$ cat src/rtl/clk_div_pkg.sv
// Shared constants and divisor helpers for the programmable clock divider bank.
package clk_div_pkg;

   localparam int unsigned DEF_CNT_W = 16;
   localparam int unsigned MIN_DIV   = 2;

   function automatic int unsigned clamp_div(input int unsigned v);
      return (v < MIN_DIV) ? MIN_DIV : v;
   endfunction

   function automatic int unsigned ceil_half(input int unsigned n);
      return (n + 1) >> 1;
   endfunction

endpackage

$ cat src/rtl/clk_div_chan.sv
// One divider channel: counter, active/pending divisor, registered clk_out and tick.
module clk_div_chan
   import clk_div_pkg::*;
#(
   parameter int unsigned CNT_W   = DEF_CNT_W,
   parameter int unsigned DEF_DIV = 10
) (
   input  logic             clk,
   input  logic             rst_n,
   input  logic             en,
   input  logic             sync,
   input  logic             div_wr,
   input  logic [CNT_W-1:0] div_in,
   output logic             clk_out,
   output logic             tick,
   output logic             div_pend
);

   localparam logic [CNT_W-1:0] RST_DIV = CNT_W'(DEF_DIV);
   localparam logic [CNT_W-1:0] ONE     = CNT_W'(1);

   logic [CNT_W-1:0] cnt_q, cnt_d;
   logic [CNT_W-1:0] cur_div_q, cur_div_d;
   logic [CNT_W-1:0] pend_div_q, pend_div_d;
   logic [CNT_W-1:0] wr_val, lo_thr;
   logic             clk_out_q, clk_out_d;
   logic             tick_q, tick_d;
   logic             div_pend_q, div_pend_d;
   logic             wrap, apply;

   always_comb begin
      wr_val     = CNT_W'(clamp_div(32'(div_in)));
      lo_thr     = CNT_W'(ceil_half(32'(cur_div_q)));
      wrap       = (cnt_q == cur_div_q - ONE);
      apply      = sync | ~en | wrap;
      cnt_d      = '0;
      clk_out_d  = 1'b0;
      tick_d     = 1'b0;
      cur_div_d  = cur_div_q;
      pend_div_d = pend_div_q;
      div_pend_d = div_pend_q;

      if (!sync && en) begin
         cnt_d     = wrap ? '0 : cnt_q + ONE;
         clk_out_d = (cnt_d >= lo_thr);
         tick_d    = wrap;
      end

      // A write landing on an apply point goes straight to the active divisor.
      if (apply) begin
         cur_div_d  = div_wr ? wr_val : pend_div_q;
         pend_div_d = cur_div_d;
         div_pend_d = 1'b0;
      end else if (div_wr) begin
         pend_div_d = wr_val;
         div_pend_d = 1'b1;
      end
   end

   always_ff @(posedge clk or negedge rst_n) begin
      if (!rst_n) begin
         cnt_q      <= '0;
         cur_div_q  <= RST_DIV;
         pend_div_q <= RST_DIV;
         clk_out_q  <= 1'b0;
         tick_q     <= 1'b0;
         div_pend_q <= 1'b0;
      end else begin
         cnt_q      <= cnt_d;
         cur_div_q  <= cur_div_d;
         pend_div_q <= pend_div_d;
         clk_out_q  <= clk_out_d;
         tick_q     <= tick_d;
         div_pend_q <= div_pend_d;
      end
   end

   assign clk_out  = clk_out_q;
   assign tick     = tick_q;
   assign div_pend = div_pend_q;

endmodule

$ cat src/rtl/clk_div_bank.sv
// Bank of independent programmable clock dividers sharing a common phase-sync pulse.
module clk_div_bank
   import clk_div_pkg::*;
#(
   parameter int unsigned NUM_CH  = 4,
   parameter int unsigned CNT_W   = DEF_CNT_W,
   parameter int unsigned DEF_DIV = 10
) (
   input  logic                    clk,
   input  logic                    rst_n,
   input  logic [NUM_CH-1:0]       en,
   input  logic                    sync,
   input  logic [NUM_CH-1:0]       div_wr,
   input  logic [NUM_CH*CNT_W-1:0] div_in,
   output logic [NUM_CH-1:0]       clk_out,
   output logic [NUM_CH-1:0]       tick,
   output logic [NUM_CH-1:0]       div_pend
);

   for (genvar g = 0; g < NUM_CH; g++) begin : g_chan
      clk_div_chan #(
         .CNT_W   (CNT_W),
         .DEF_DIV (DEF_DIV)
      ) u_chan (
         .clk      (clk),
         .rst_n    (rst_n),
         .en       (en[g]),
         .sync     (sync),
         .div_wr   (div_wr[g]),
         .div_in   (div_in[g*CNT_W +: CNT_W]),
         .clk_out  (clk_out[g]),
         .tick     (tick[g]),
         .div_pend (div_pend[g])
      );
   end

endmodule

$ cat config.mk
export PLATFORM = sky130hd
export DESIGN_NAME = clk_div_bank
export DESIGN_NICKNAME = d
export VERILOG_FILES = /design/src/rtl/clk_div_pkg.sv /design/src/rtl/clk_div_chan.sv /design/src/rtl/clk_div_bank.sv
export SDC_FILE = /design/constraint.sdc
export NUM_CORES = 1
export LEC_CHECK = 0
export BUFFER_PORTS_ARGS = -buffer_cell sky130_fd_sc_hd__buf_2
export CORE_UTILIZATION = 30
export CTS_CLUSTER_DIAMETER = 50
export CTS_CLUSTER_SIZE = 14
export DETAILED_ROUTE_END_ITERATION = 10
export MAX_ROUTING_LAYER = met4
export SLEW_MARGIN = 20
export SYNTH_ARGS = -nofsm -noshare
export SYNTH_HDL_FRONTEND = slang
export SYNTH_SLANG_ARGS = --single-unit
$ cat constraint.sdc
create_clock -name clk -period 6 [get_ports clk]
set_clock_uncertainty 0.05 [all_clocks]
set_input_delay 1.2 -clock clk [delete_from_list [all_inputs] [get_ports clk]]
set_output_delay 1.2 -clock clk [all_outputs]
set_load 0.05 [all_outputs]
Word level (Yosys, flattened, before mapping)
Index checks and enable logic that the tools add are counted.
- logic and storage cells: 101
- input bits: 75
- flip-flop bits (word level): 204
- output and inout bits: 12
- reduce and logical (&&, ||, !) cells: 9
- bitwise gates (word level): 12
- muxes and demuxes: 32
- equal/unequal tests: 4
- magnitude comparators: 8
- add/subtract/negate cells: 12
- operator list (cell ; count):
    two-way mux 16 bit ; 16
    adder 16 x 1 -> 17 bit (second input constant) ; 4
    adder 16 x 1 -> 16 bit (second input constant) ; 4
    == test 16 bit ; 4
    >= comparator 16 bit ; 4
    < comparator 16 x 2 -> 1 bit (second input constant) ; 4
    subtractor 16 x 1 -> 16 bit (second input constant) ; 4
    two-way mux 1 bit ; 16
    OR 1 bit ; 8
    nonzero test 2 bit ; 4
    logical AND 1 bit ; 4
    inverter 1 bit ; 4
    logical NOT 1 bit ; 1

Logic depth before layout (Yosys ltp)
- depth after elaboration: 5
- depth in mapped cells: 19
- gate-level depth less buffers: 17

Cells and area by module
Synthesis repeated with hierarchy kept, for this count alone.
- cells, all modules: 1329
- area, all modules: 13287.7 µm²
- by module, submodules not included (module ; area an instance (µm²) ; cells each ; instances):
    clk_div_chan (g_chan[0].u_chan ...) ; 3331.9 ; 333 ; 3
    clk_div_chan (g_chan[1].u_chan) ; 3291.9 ; 330 ; 1

Worst setup path before layout
No wires, ideal clock.
- path type: register -> register
- start: register g_chan[3].u_chan.cur_div_q[0]
- end: register g_chan[3].u_chan.clk_out_q
- stages on the path, launching flop included: 17
- period minus slack after synthesis: 4.213 ns
- arrival time: 4.044 ns
- data required time: 5.831 ns
- path buffers: 1
- setup slack: 1.787 ns
- setup time: 0.119 ns
- cell sequence: dfrtp_1 > inv_1 > ha_1 > or4b_1 > nor3_2 > xor2_1 > o221a_2 > a221o_1 > nor3_1 > buf_2 > nor2_1 > ha_1 > a21o_1 > a21o_1 > a21oi_1 > nand4b_1 > o21a_1
- word-level cells in the longest chain between the ends: 5
- RTL lines (item ; RTL line ; source):
    start: declaration ; clk_div_chan.sv:23 ; logic [CNT_W-1:0] cur_div_q, cur_div_d;
    start signal: assignment ; clk_div_chan.sv:70 ; cur_div_q <= cur_div_d;
    subtractor 16 x 1 -> 16 bit ; clk_div_chan.sv:34 ; wrap = (cnt_q == cur_div_q - ONE);
    == test 16 bit ; clk_div_chan.sv:34 ;
    two-way mux 16 bit ; clk_div_chan.sv:44 ; cnt_d = wrap ? '0 : cnt_q + ONE;
    >= comparator 16 bit (*) ; clk_div_chan.sv:45 ; clk_out_d = (cnt_d >= lo_thr);
    two-way mux 1 bit (*) ; clk_div_chan.sv:43 ; if (!sync && en) begin
    named net g_chan[3].u_chan.clk_out_d ; clk_div_chan.sv:26 ; logic clk_out_q, clk_out_d;
    end signal: assignment ; clk_div_chan.sv:72 ; clk_out_q <= clk_out_d;
    end: declaration ; clk_div_chan.sv:26 ;
The timed path passes the listed nets; every way through them passes the cells marked *.
A chain may end at the register's enable or synchronous reset.

Worst setup path in the final report
Same ends and word-level chain as after synthesis.

==> metrics.cfg <==
[floorplanning]
io_pins = 87
num_rows = 77
chipWidth_um = 213
die_y_um = 213
core_mm2 = 0.0441
initial_core_util_pct = 30.3
fp.dieArea_mm2 = 0.0455

[synthesis]
ys_seq_area_share_pct = 38.3
synth_cell_types = 76
yosys_warnings = 0
yosys_most_used_dff = dfrtp_1
syn-cell-area_mm2 = 0.0134
synthArstFlopShare_pct = 100
yosys.area.top_type = dfrtp_1
synth_seq_cells = 204
synth_edf_count = 0
synthCells = 1398
synth_nets = 1549
netlist_top_cells_area = dfrtp_1, mux2_2, ha_1
syn_area_per_cell_um2 = 9.58
synth.top_cell.area_share_pct = 35.1

[route]
avgViaCountPerCell = 4.89
drt_first_iter_violations = 541
wl_per_cell_um = 14.5
drtAntennaViolNets = 0
totalWireLength_mm = 29.7
post-route-drc-count = 0
num_vias = 10000
first_pass_iters = 4

[timing]
setup_tns_ps = 0
rsz0062_at_grt = false
fmax_ghz = 0.231
hold-worst-slack_ps = 436
slew_headroom_pct = 31.0
final-setup-viol-count = 0
hold_violations = 0
final.min_clock_period_ps = 4330
post-route-period-util_pct = 72.1
slew_violations = 0
worst_slew_pin_slew_ps = 1030

[clock_tree]
root_buffer = clkbuf_16
clk_pin_slew_ps = 50
cts_setup_buffers = 0
cts_sinks = 204
numCtsBuffers = 28
postCtsHoldBufs = 0
ctsResizeCount = 0
clk_path_buf_depth = 3
insertion_delay_ps = 550
cts_tree = built
htreeDepth = 1

[setup_path]
r2r-end = g_chan[3].u_chan.clk_out
reg2reg_slack_ps = 1670
crit_chain = inv_1, ha_1, or4b_1, nor3_2, xor2_1, o221a_2, a221o_1, nor3_1, buf_4, or2_2, ha_1, nand2b_1, a21o_1, a21oi_1, nor2b_1, o21ai_0, a21oi_1, o21a_1
end_kind = flop
crit_arrival_ps = 4710
critPathMaxStageDelay_ps = 530
path_class = reg2reg
rr_startpoint = g_chan[3].u_chan.cur_div_q[0]
path_max_fanout = 16
slowest_stage = or4b_1
required_ps = 6380
start_kind = flop
rr_worst_depth = 18

[layout]
drive_gt1_share_pct = 19.7
area_delta_synth_final_pct = 13.9
fill_cells = 4574
nets = 1584

[pwr]
ir_drop_mv = 0.191
leakagePower_nw = 6.48
power_density_mw_per_mm2 = 264

[grt]
grt_pass1_vias = 9994
grt_first_pass_wirelength_mm = 50.3
grt.total_usage_pct = 13.9
antenna_found_initial = 1
grt-ovfl-total = 0
grt_max_degree = 101

[place]
gp_congestion = 0.892
dp_hpwl_mm = 22.4
numPortBuffers = 86

[outcome]
outcome = finished, final reports clean

[hold_path]
hold_class = reg2reg
hold_depth = 2
min-delay-start = g_chan[2].u_chan.div_pend
min_delay_worst_endpoint = g_chan[2].u_chan.div_pend

[flow_run]
max-cap-violations = 0

-- state kept, by name (all words and copies together) (netlist names) --
register,cells
g_chan.u_chan.cnt_q,64
g_chan.u_chan.tick,4
g_chan.u_chan.div_pend,4
g_chan.u_chan.cur_div_q,64
g_chan.u_chan.pend_div_q,64
g_chan.u_chan.clk_out,4
-- synthesized netlist by cell type (4+ instances only) --
master,n
a211oi_1,4
a21o_1,13
a21oi_1,29
a31oi_1,7
and2_1,5
and3_1,26
and4_1,5
buf_1,4
buf_2,9
buf_4,19
buf_6,4
clkbuf_1,56
dfrtp_1,188
dfstp_2,16
ha_1,76
inv_1,32
mux2_1,21
mux2_2,98
nand2_1,68
nand2b_1,13
nand3_1,59
nand3b_1,4
nand4_1,36
nand4b_1,10
nor2_1,200
nor2b_1,22
nor3_1,33
nor4_1,27
o211ai_1,11
o21a_1,6
o21ai_0,30
o22a_1,5
o22ai_1,5
or2_1,4
or2_2,7
or3_1,9
xnor2_1,95
xor2_1,88
-- layout by cell type, fill, tap and decap left out, types with 30 or more instances in the layout --
master | netlist | layout
buf_2 | 9 | 85
dfrtp_1 | 188 | 188
ha_1 | 76 | 76
inv_1 | 32 | 32
mux2_2 | 98 | 98
nand2_1 | 68 | 68
nand3_1 | 59 | 59
nand4_1 | 36 | 36
nor2_1 | 200 | 200
nor3_1 | 33 | 33
o21ai_0 | 30 | 30
xnor2_1 | 95 | 95
xor2_1 | 88 | 88
-- power by group --
part | total (mW) | switching, mW | internal, mW
logic | 0.597 | 0.304 | 0.293
registers | 1.65 | 0.159 | 1.49
clock network | 1.78 | 0.669 | 1.11
total | 4.03 | 1.13 | 2.89
-- area by class of cell --
cell class	count	area, um2	share of cell area (%)
repair buffers	98	531	3.48
diodes	1	2.50	0.0164
inverters	32	120	0.788
well taps	592	741	4.86
flip-flops and latches	204	5120	33.6
clock inverters	19	267	1.75
multi-input cells	1069	7690	50.4
clock buffers	33	771	5.05
-- worst max-delay path, delay by kind of cell (launching register included) --
family	cells	cell delay, ps
AO/OA/AOI/OAI	7	1420
AND/OR/NAND/NOR	6	1310
adder cells (fa/ha/maj)	2	530
flip-flops	1	450
buffers and inverters	2	350
XOR/XNOR	1	110
-- worst max-delay path by stage --
stage                                        from                        to  slack [ps]  cells after the start
floorplan           g_chan[3].u_chan.cur_div_q[0]  g_chan[3].u_chan.clk_out        1790                     16
global placement    g_chan[0].u_chan.cur_div_q[0]  g_chan[0].u_chan.clk_out        1750                     17
detailed placement  g_chan[3].u_chan.cur_div_q[0]  g_chan[3].u_chan.clk_out        1660                     18
CTS                 g_chan[3].u_chan.cur_div_q[0]  g_chan[3].u_chan.clk_out        1640                     18
global route        g_chan[3].u_chan.cur_div_q[0]  g_chan[3].u_chan.clk_out        1270                     18
finish              g_chan[3].u_chan.cur_div_q[0]  g_chan[3].u_chan.clk_out        1670                     18
-- per-layer routing --
layer  part of all wire, %  track usage, %
met5                     0               -
met1                    48            18.0
met2                    46            22.2
met4                   2.6            4.21
met3                   3.7            2.34
-- stage by stage --
stage	total power, mW	instances	area, um2	setup slack (ps)	utilization, %
after floorplan	2.10	1398	13400	1790	-
after global placement	2.25	1995	14200	1750	32.2
after detailed placement	2.27	1995	14200	1660	32.2
after CTS	4.10	2047	15200	1640	34.5
after global routing	4.25	2048	15200	1270	34.6
final	4.03	2048	15200	1670	34.6
-- logic make-up (layout without fill, tap and decap cells) --
logic type / after synthesis / after routing / synth area share (%)
fa+ha+maj: 76 / 76 / 7.10
flops: 204 / 204 / 38.3
simple gates: 551 / 551 / 20.8
other cells: 0 / 1 / 0
compound gates: 137 / 137 / 7.21
buf+inv: 125 / 182 / 4.43
xor+xnor: 183 / 183 / 12.0
mux: 122 / 122 / 10.2
Note: power is estimated with default switching activity, not from simulation.
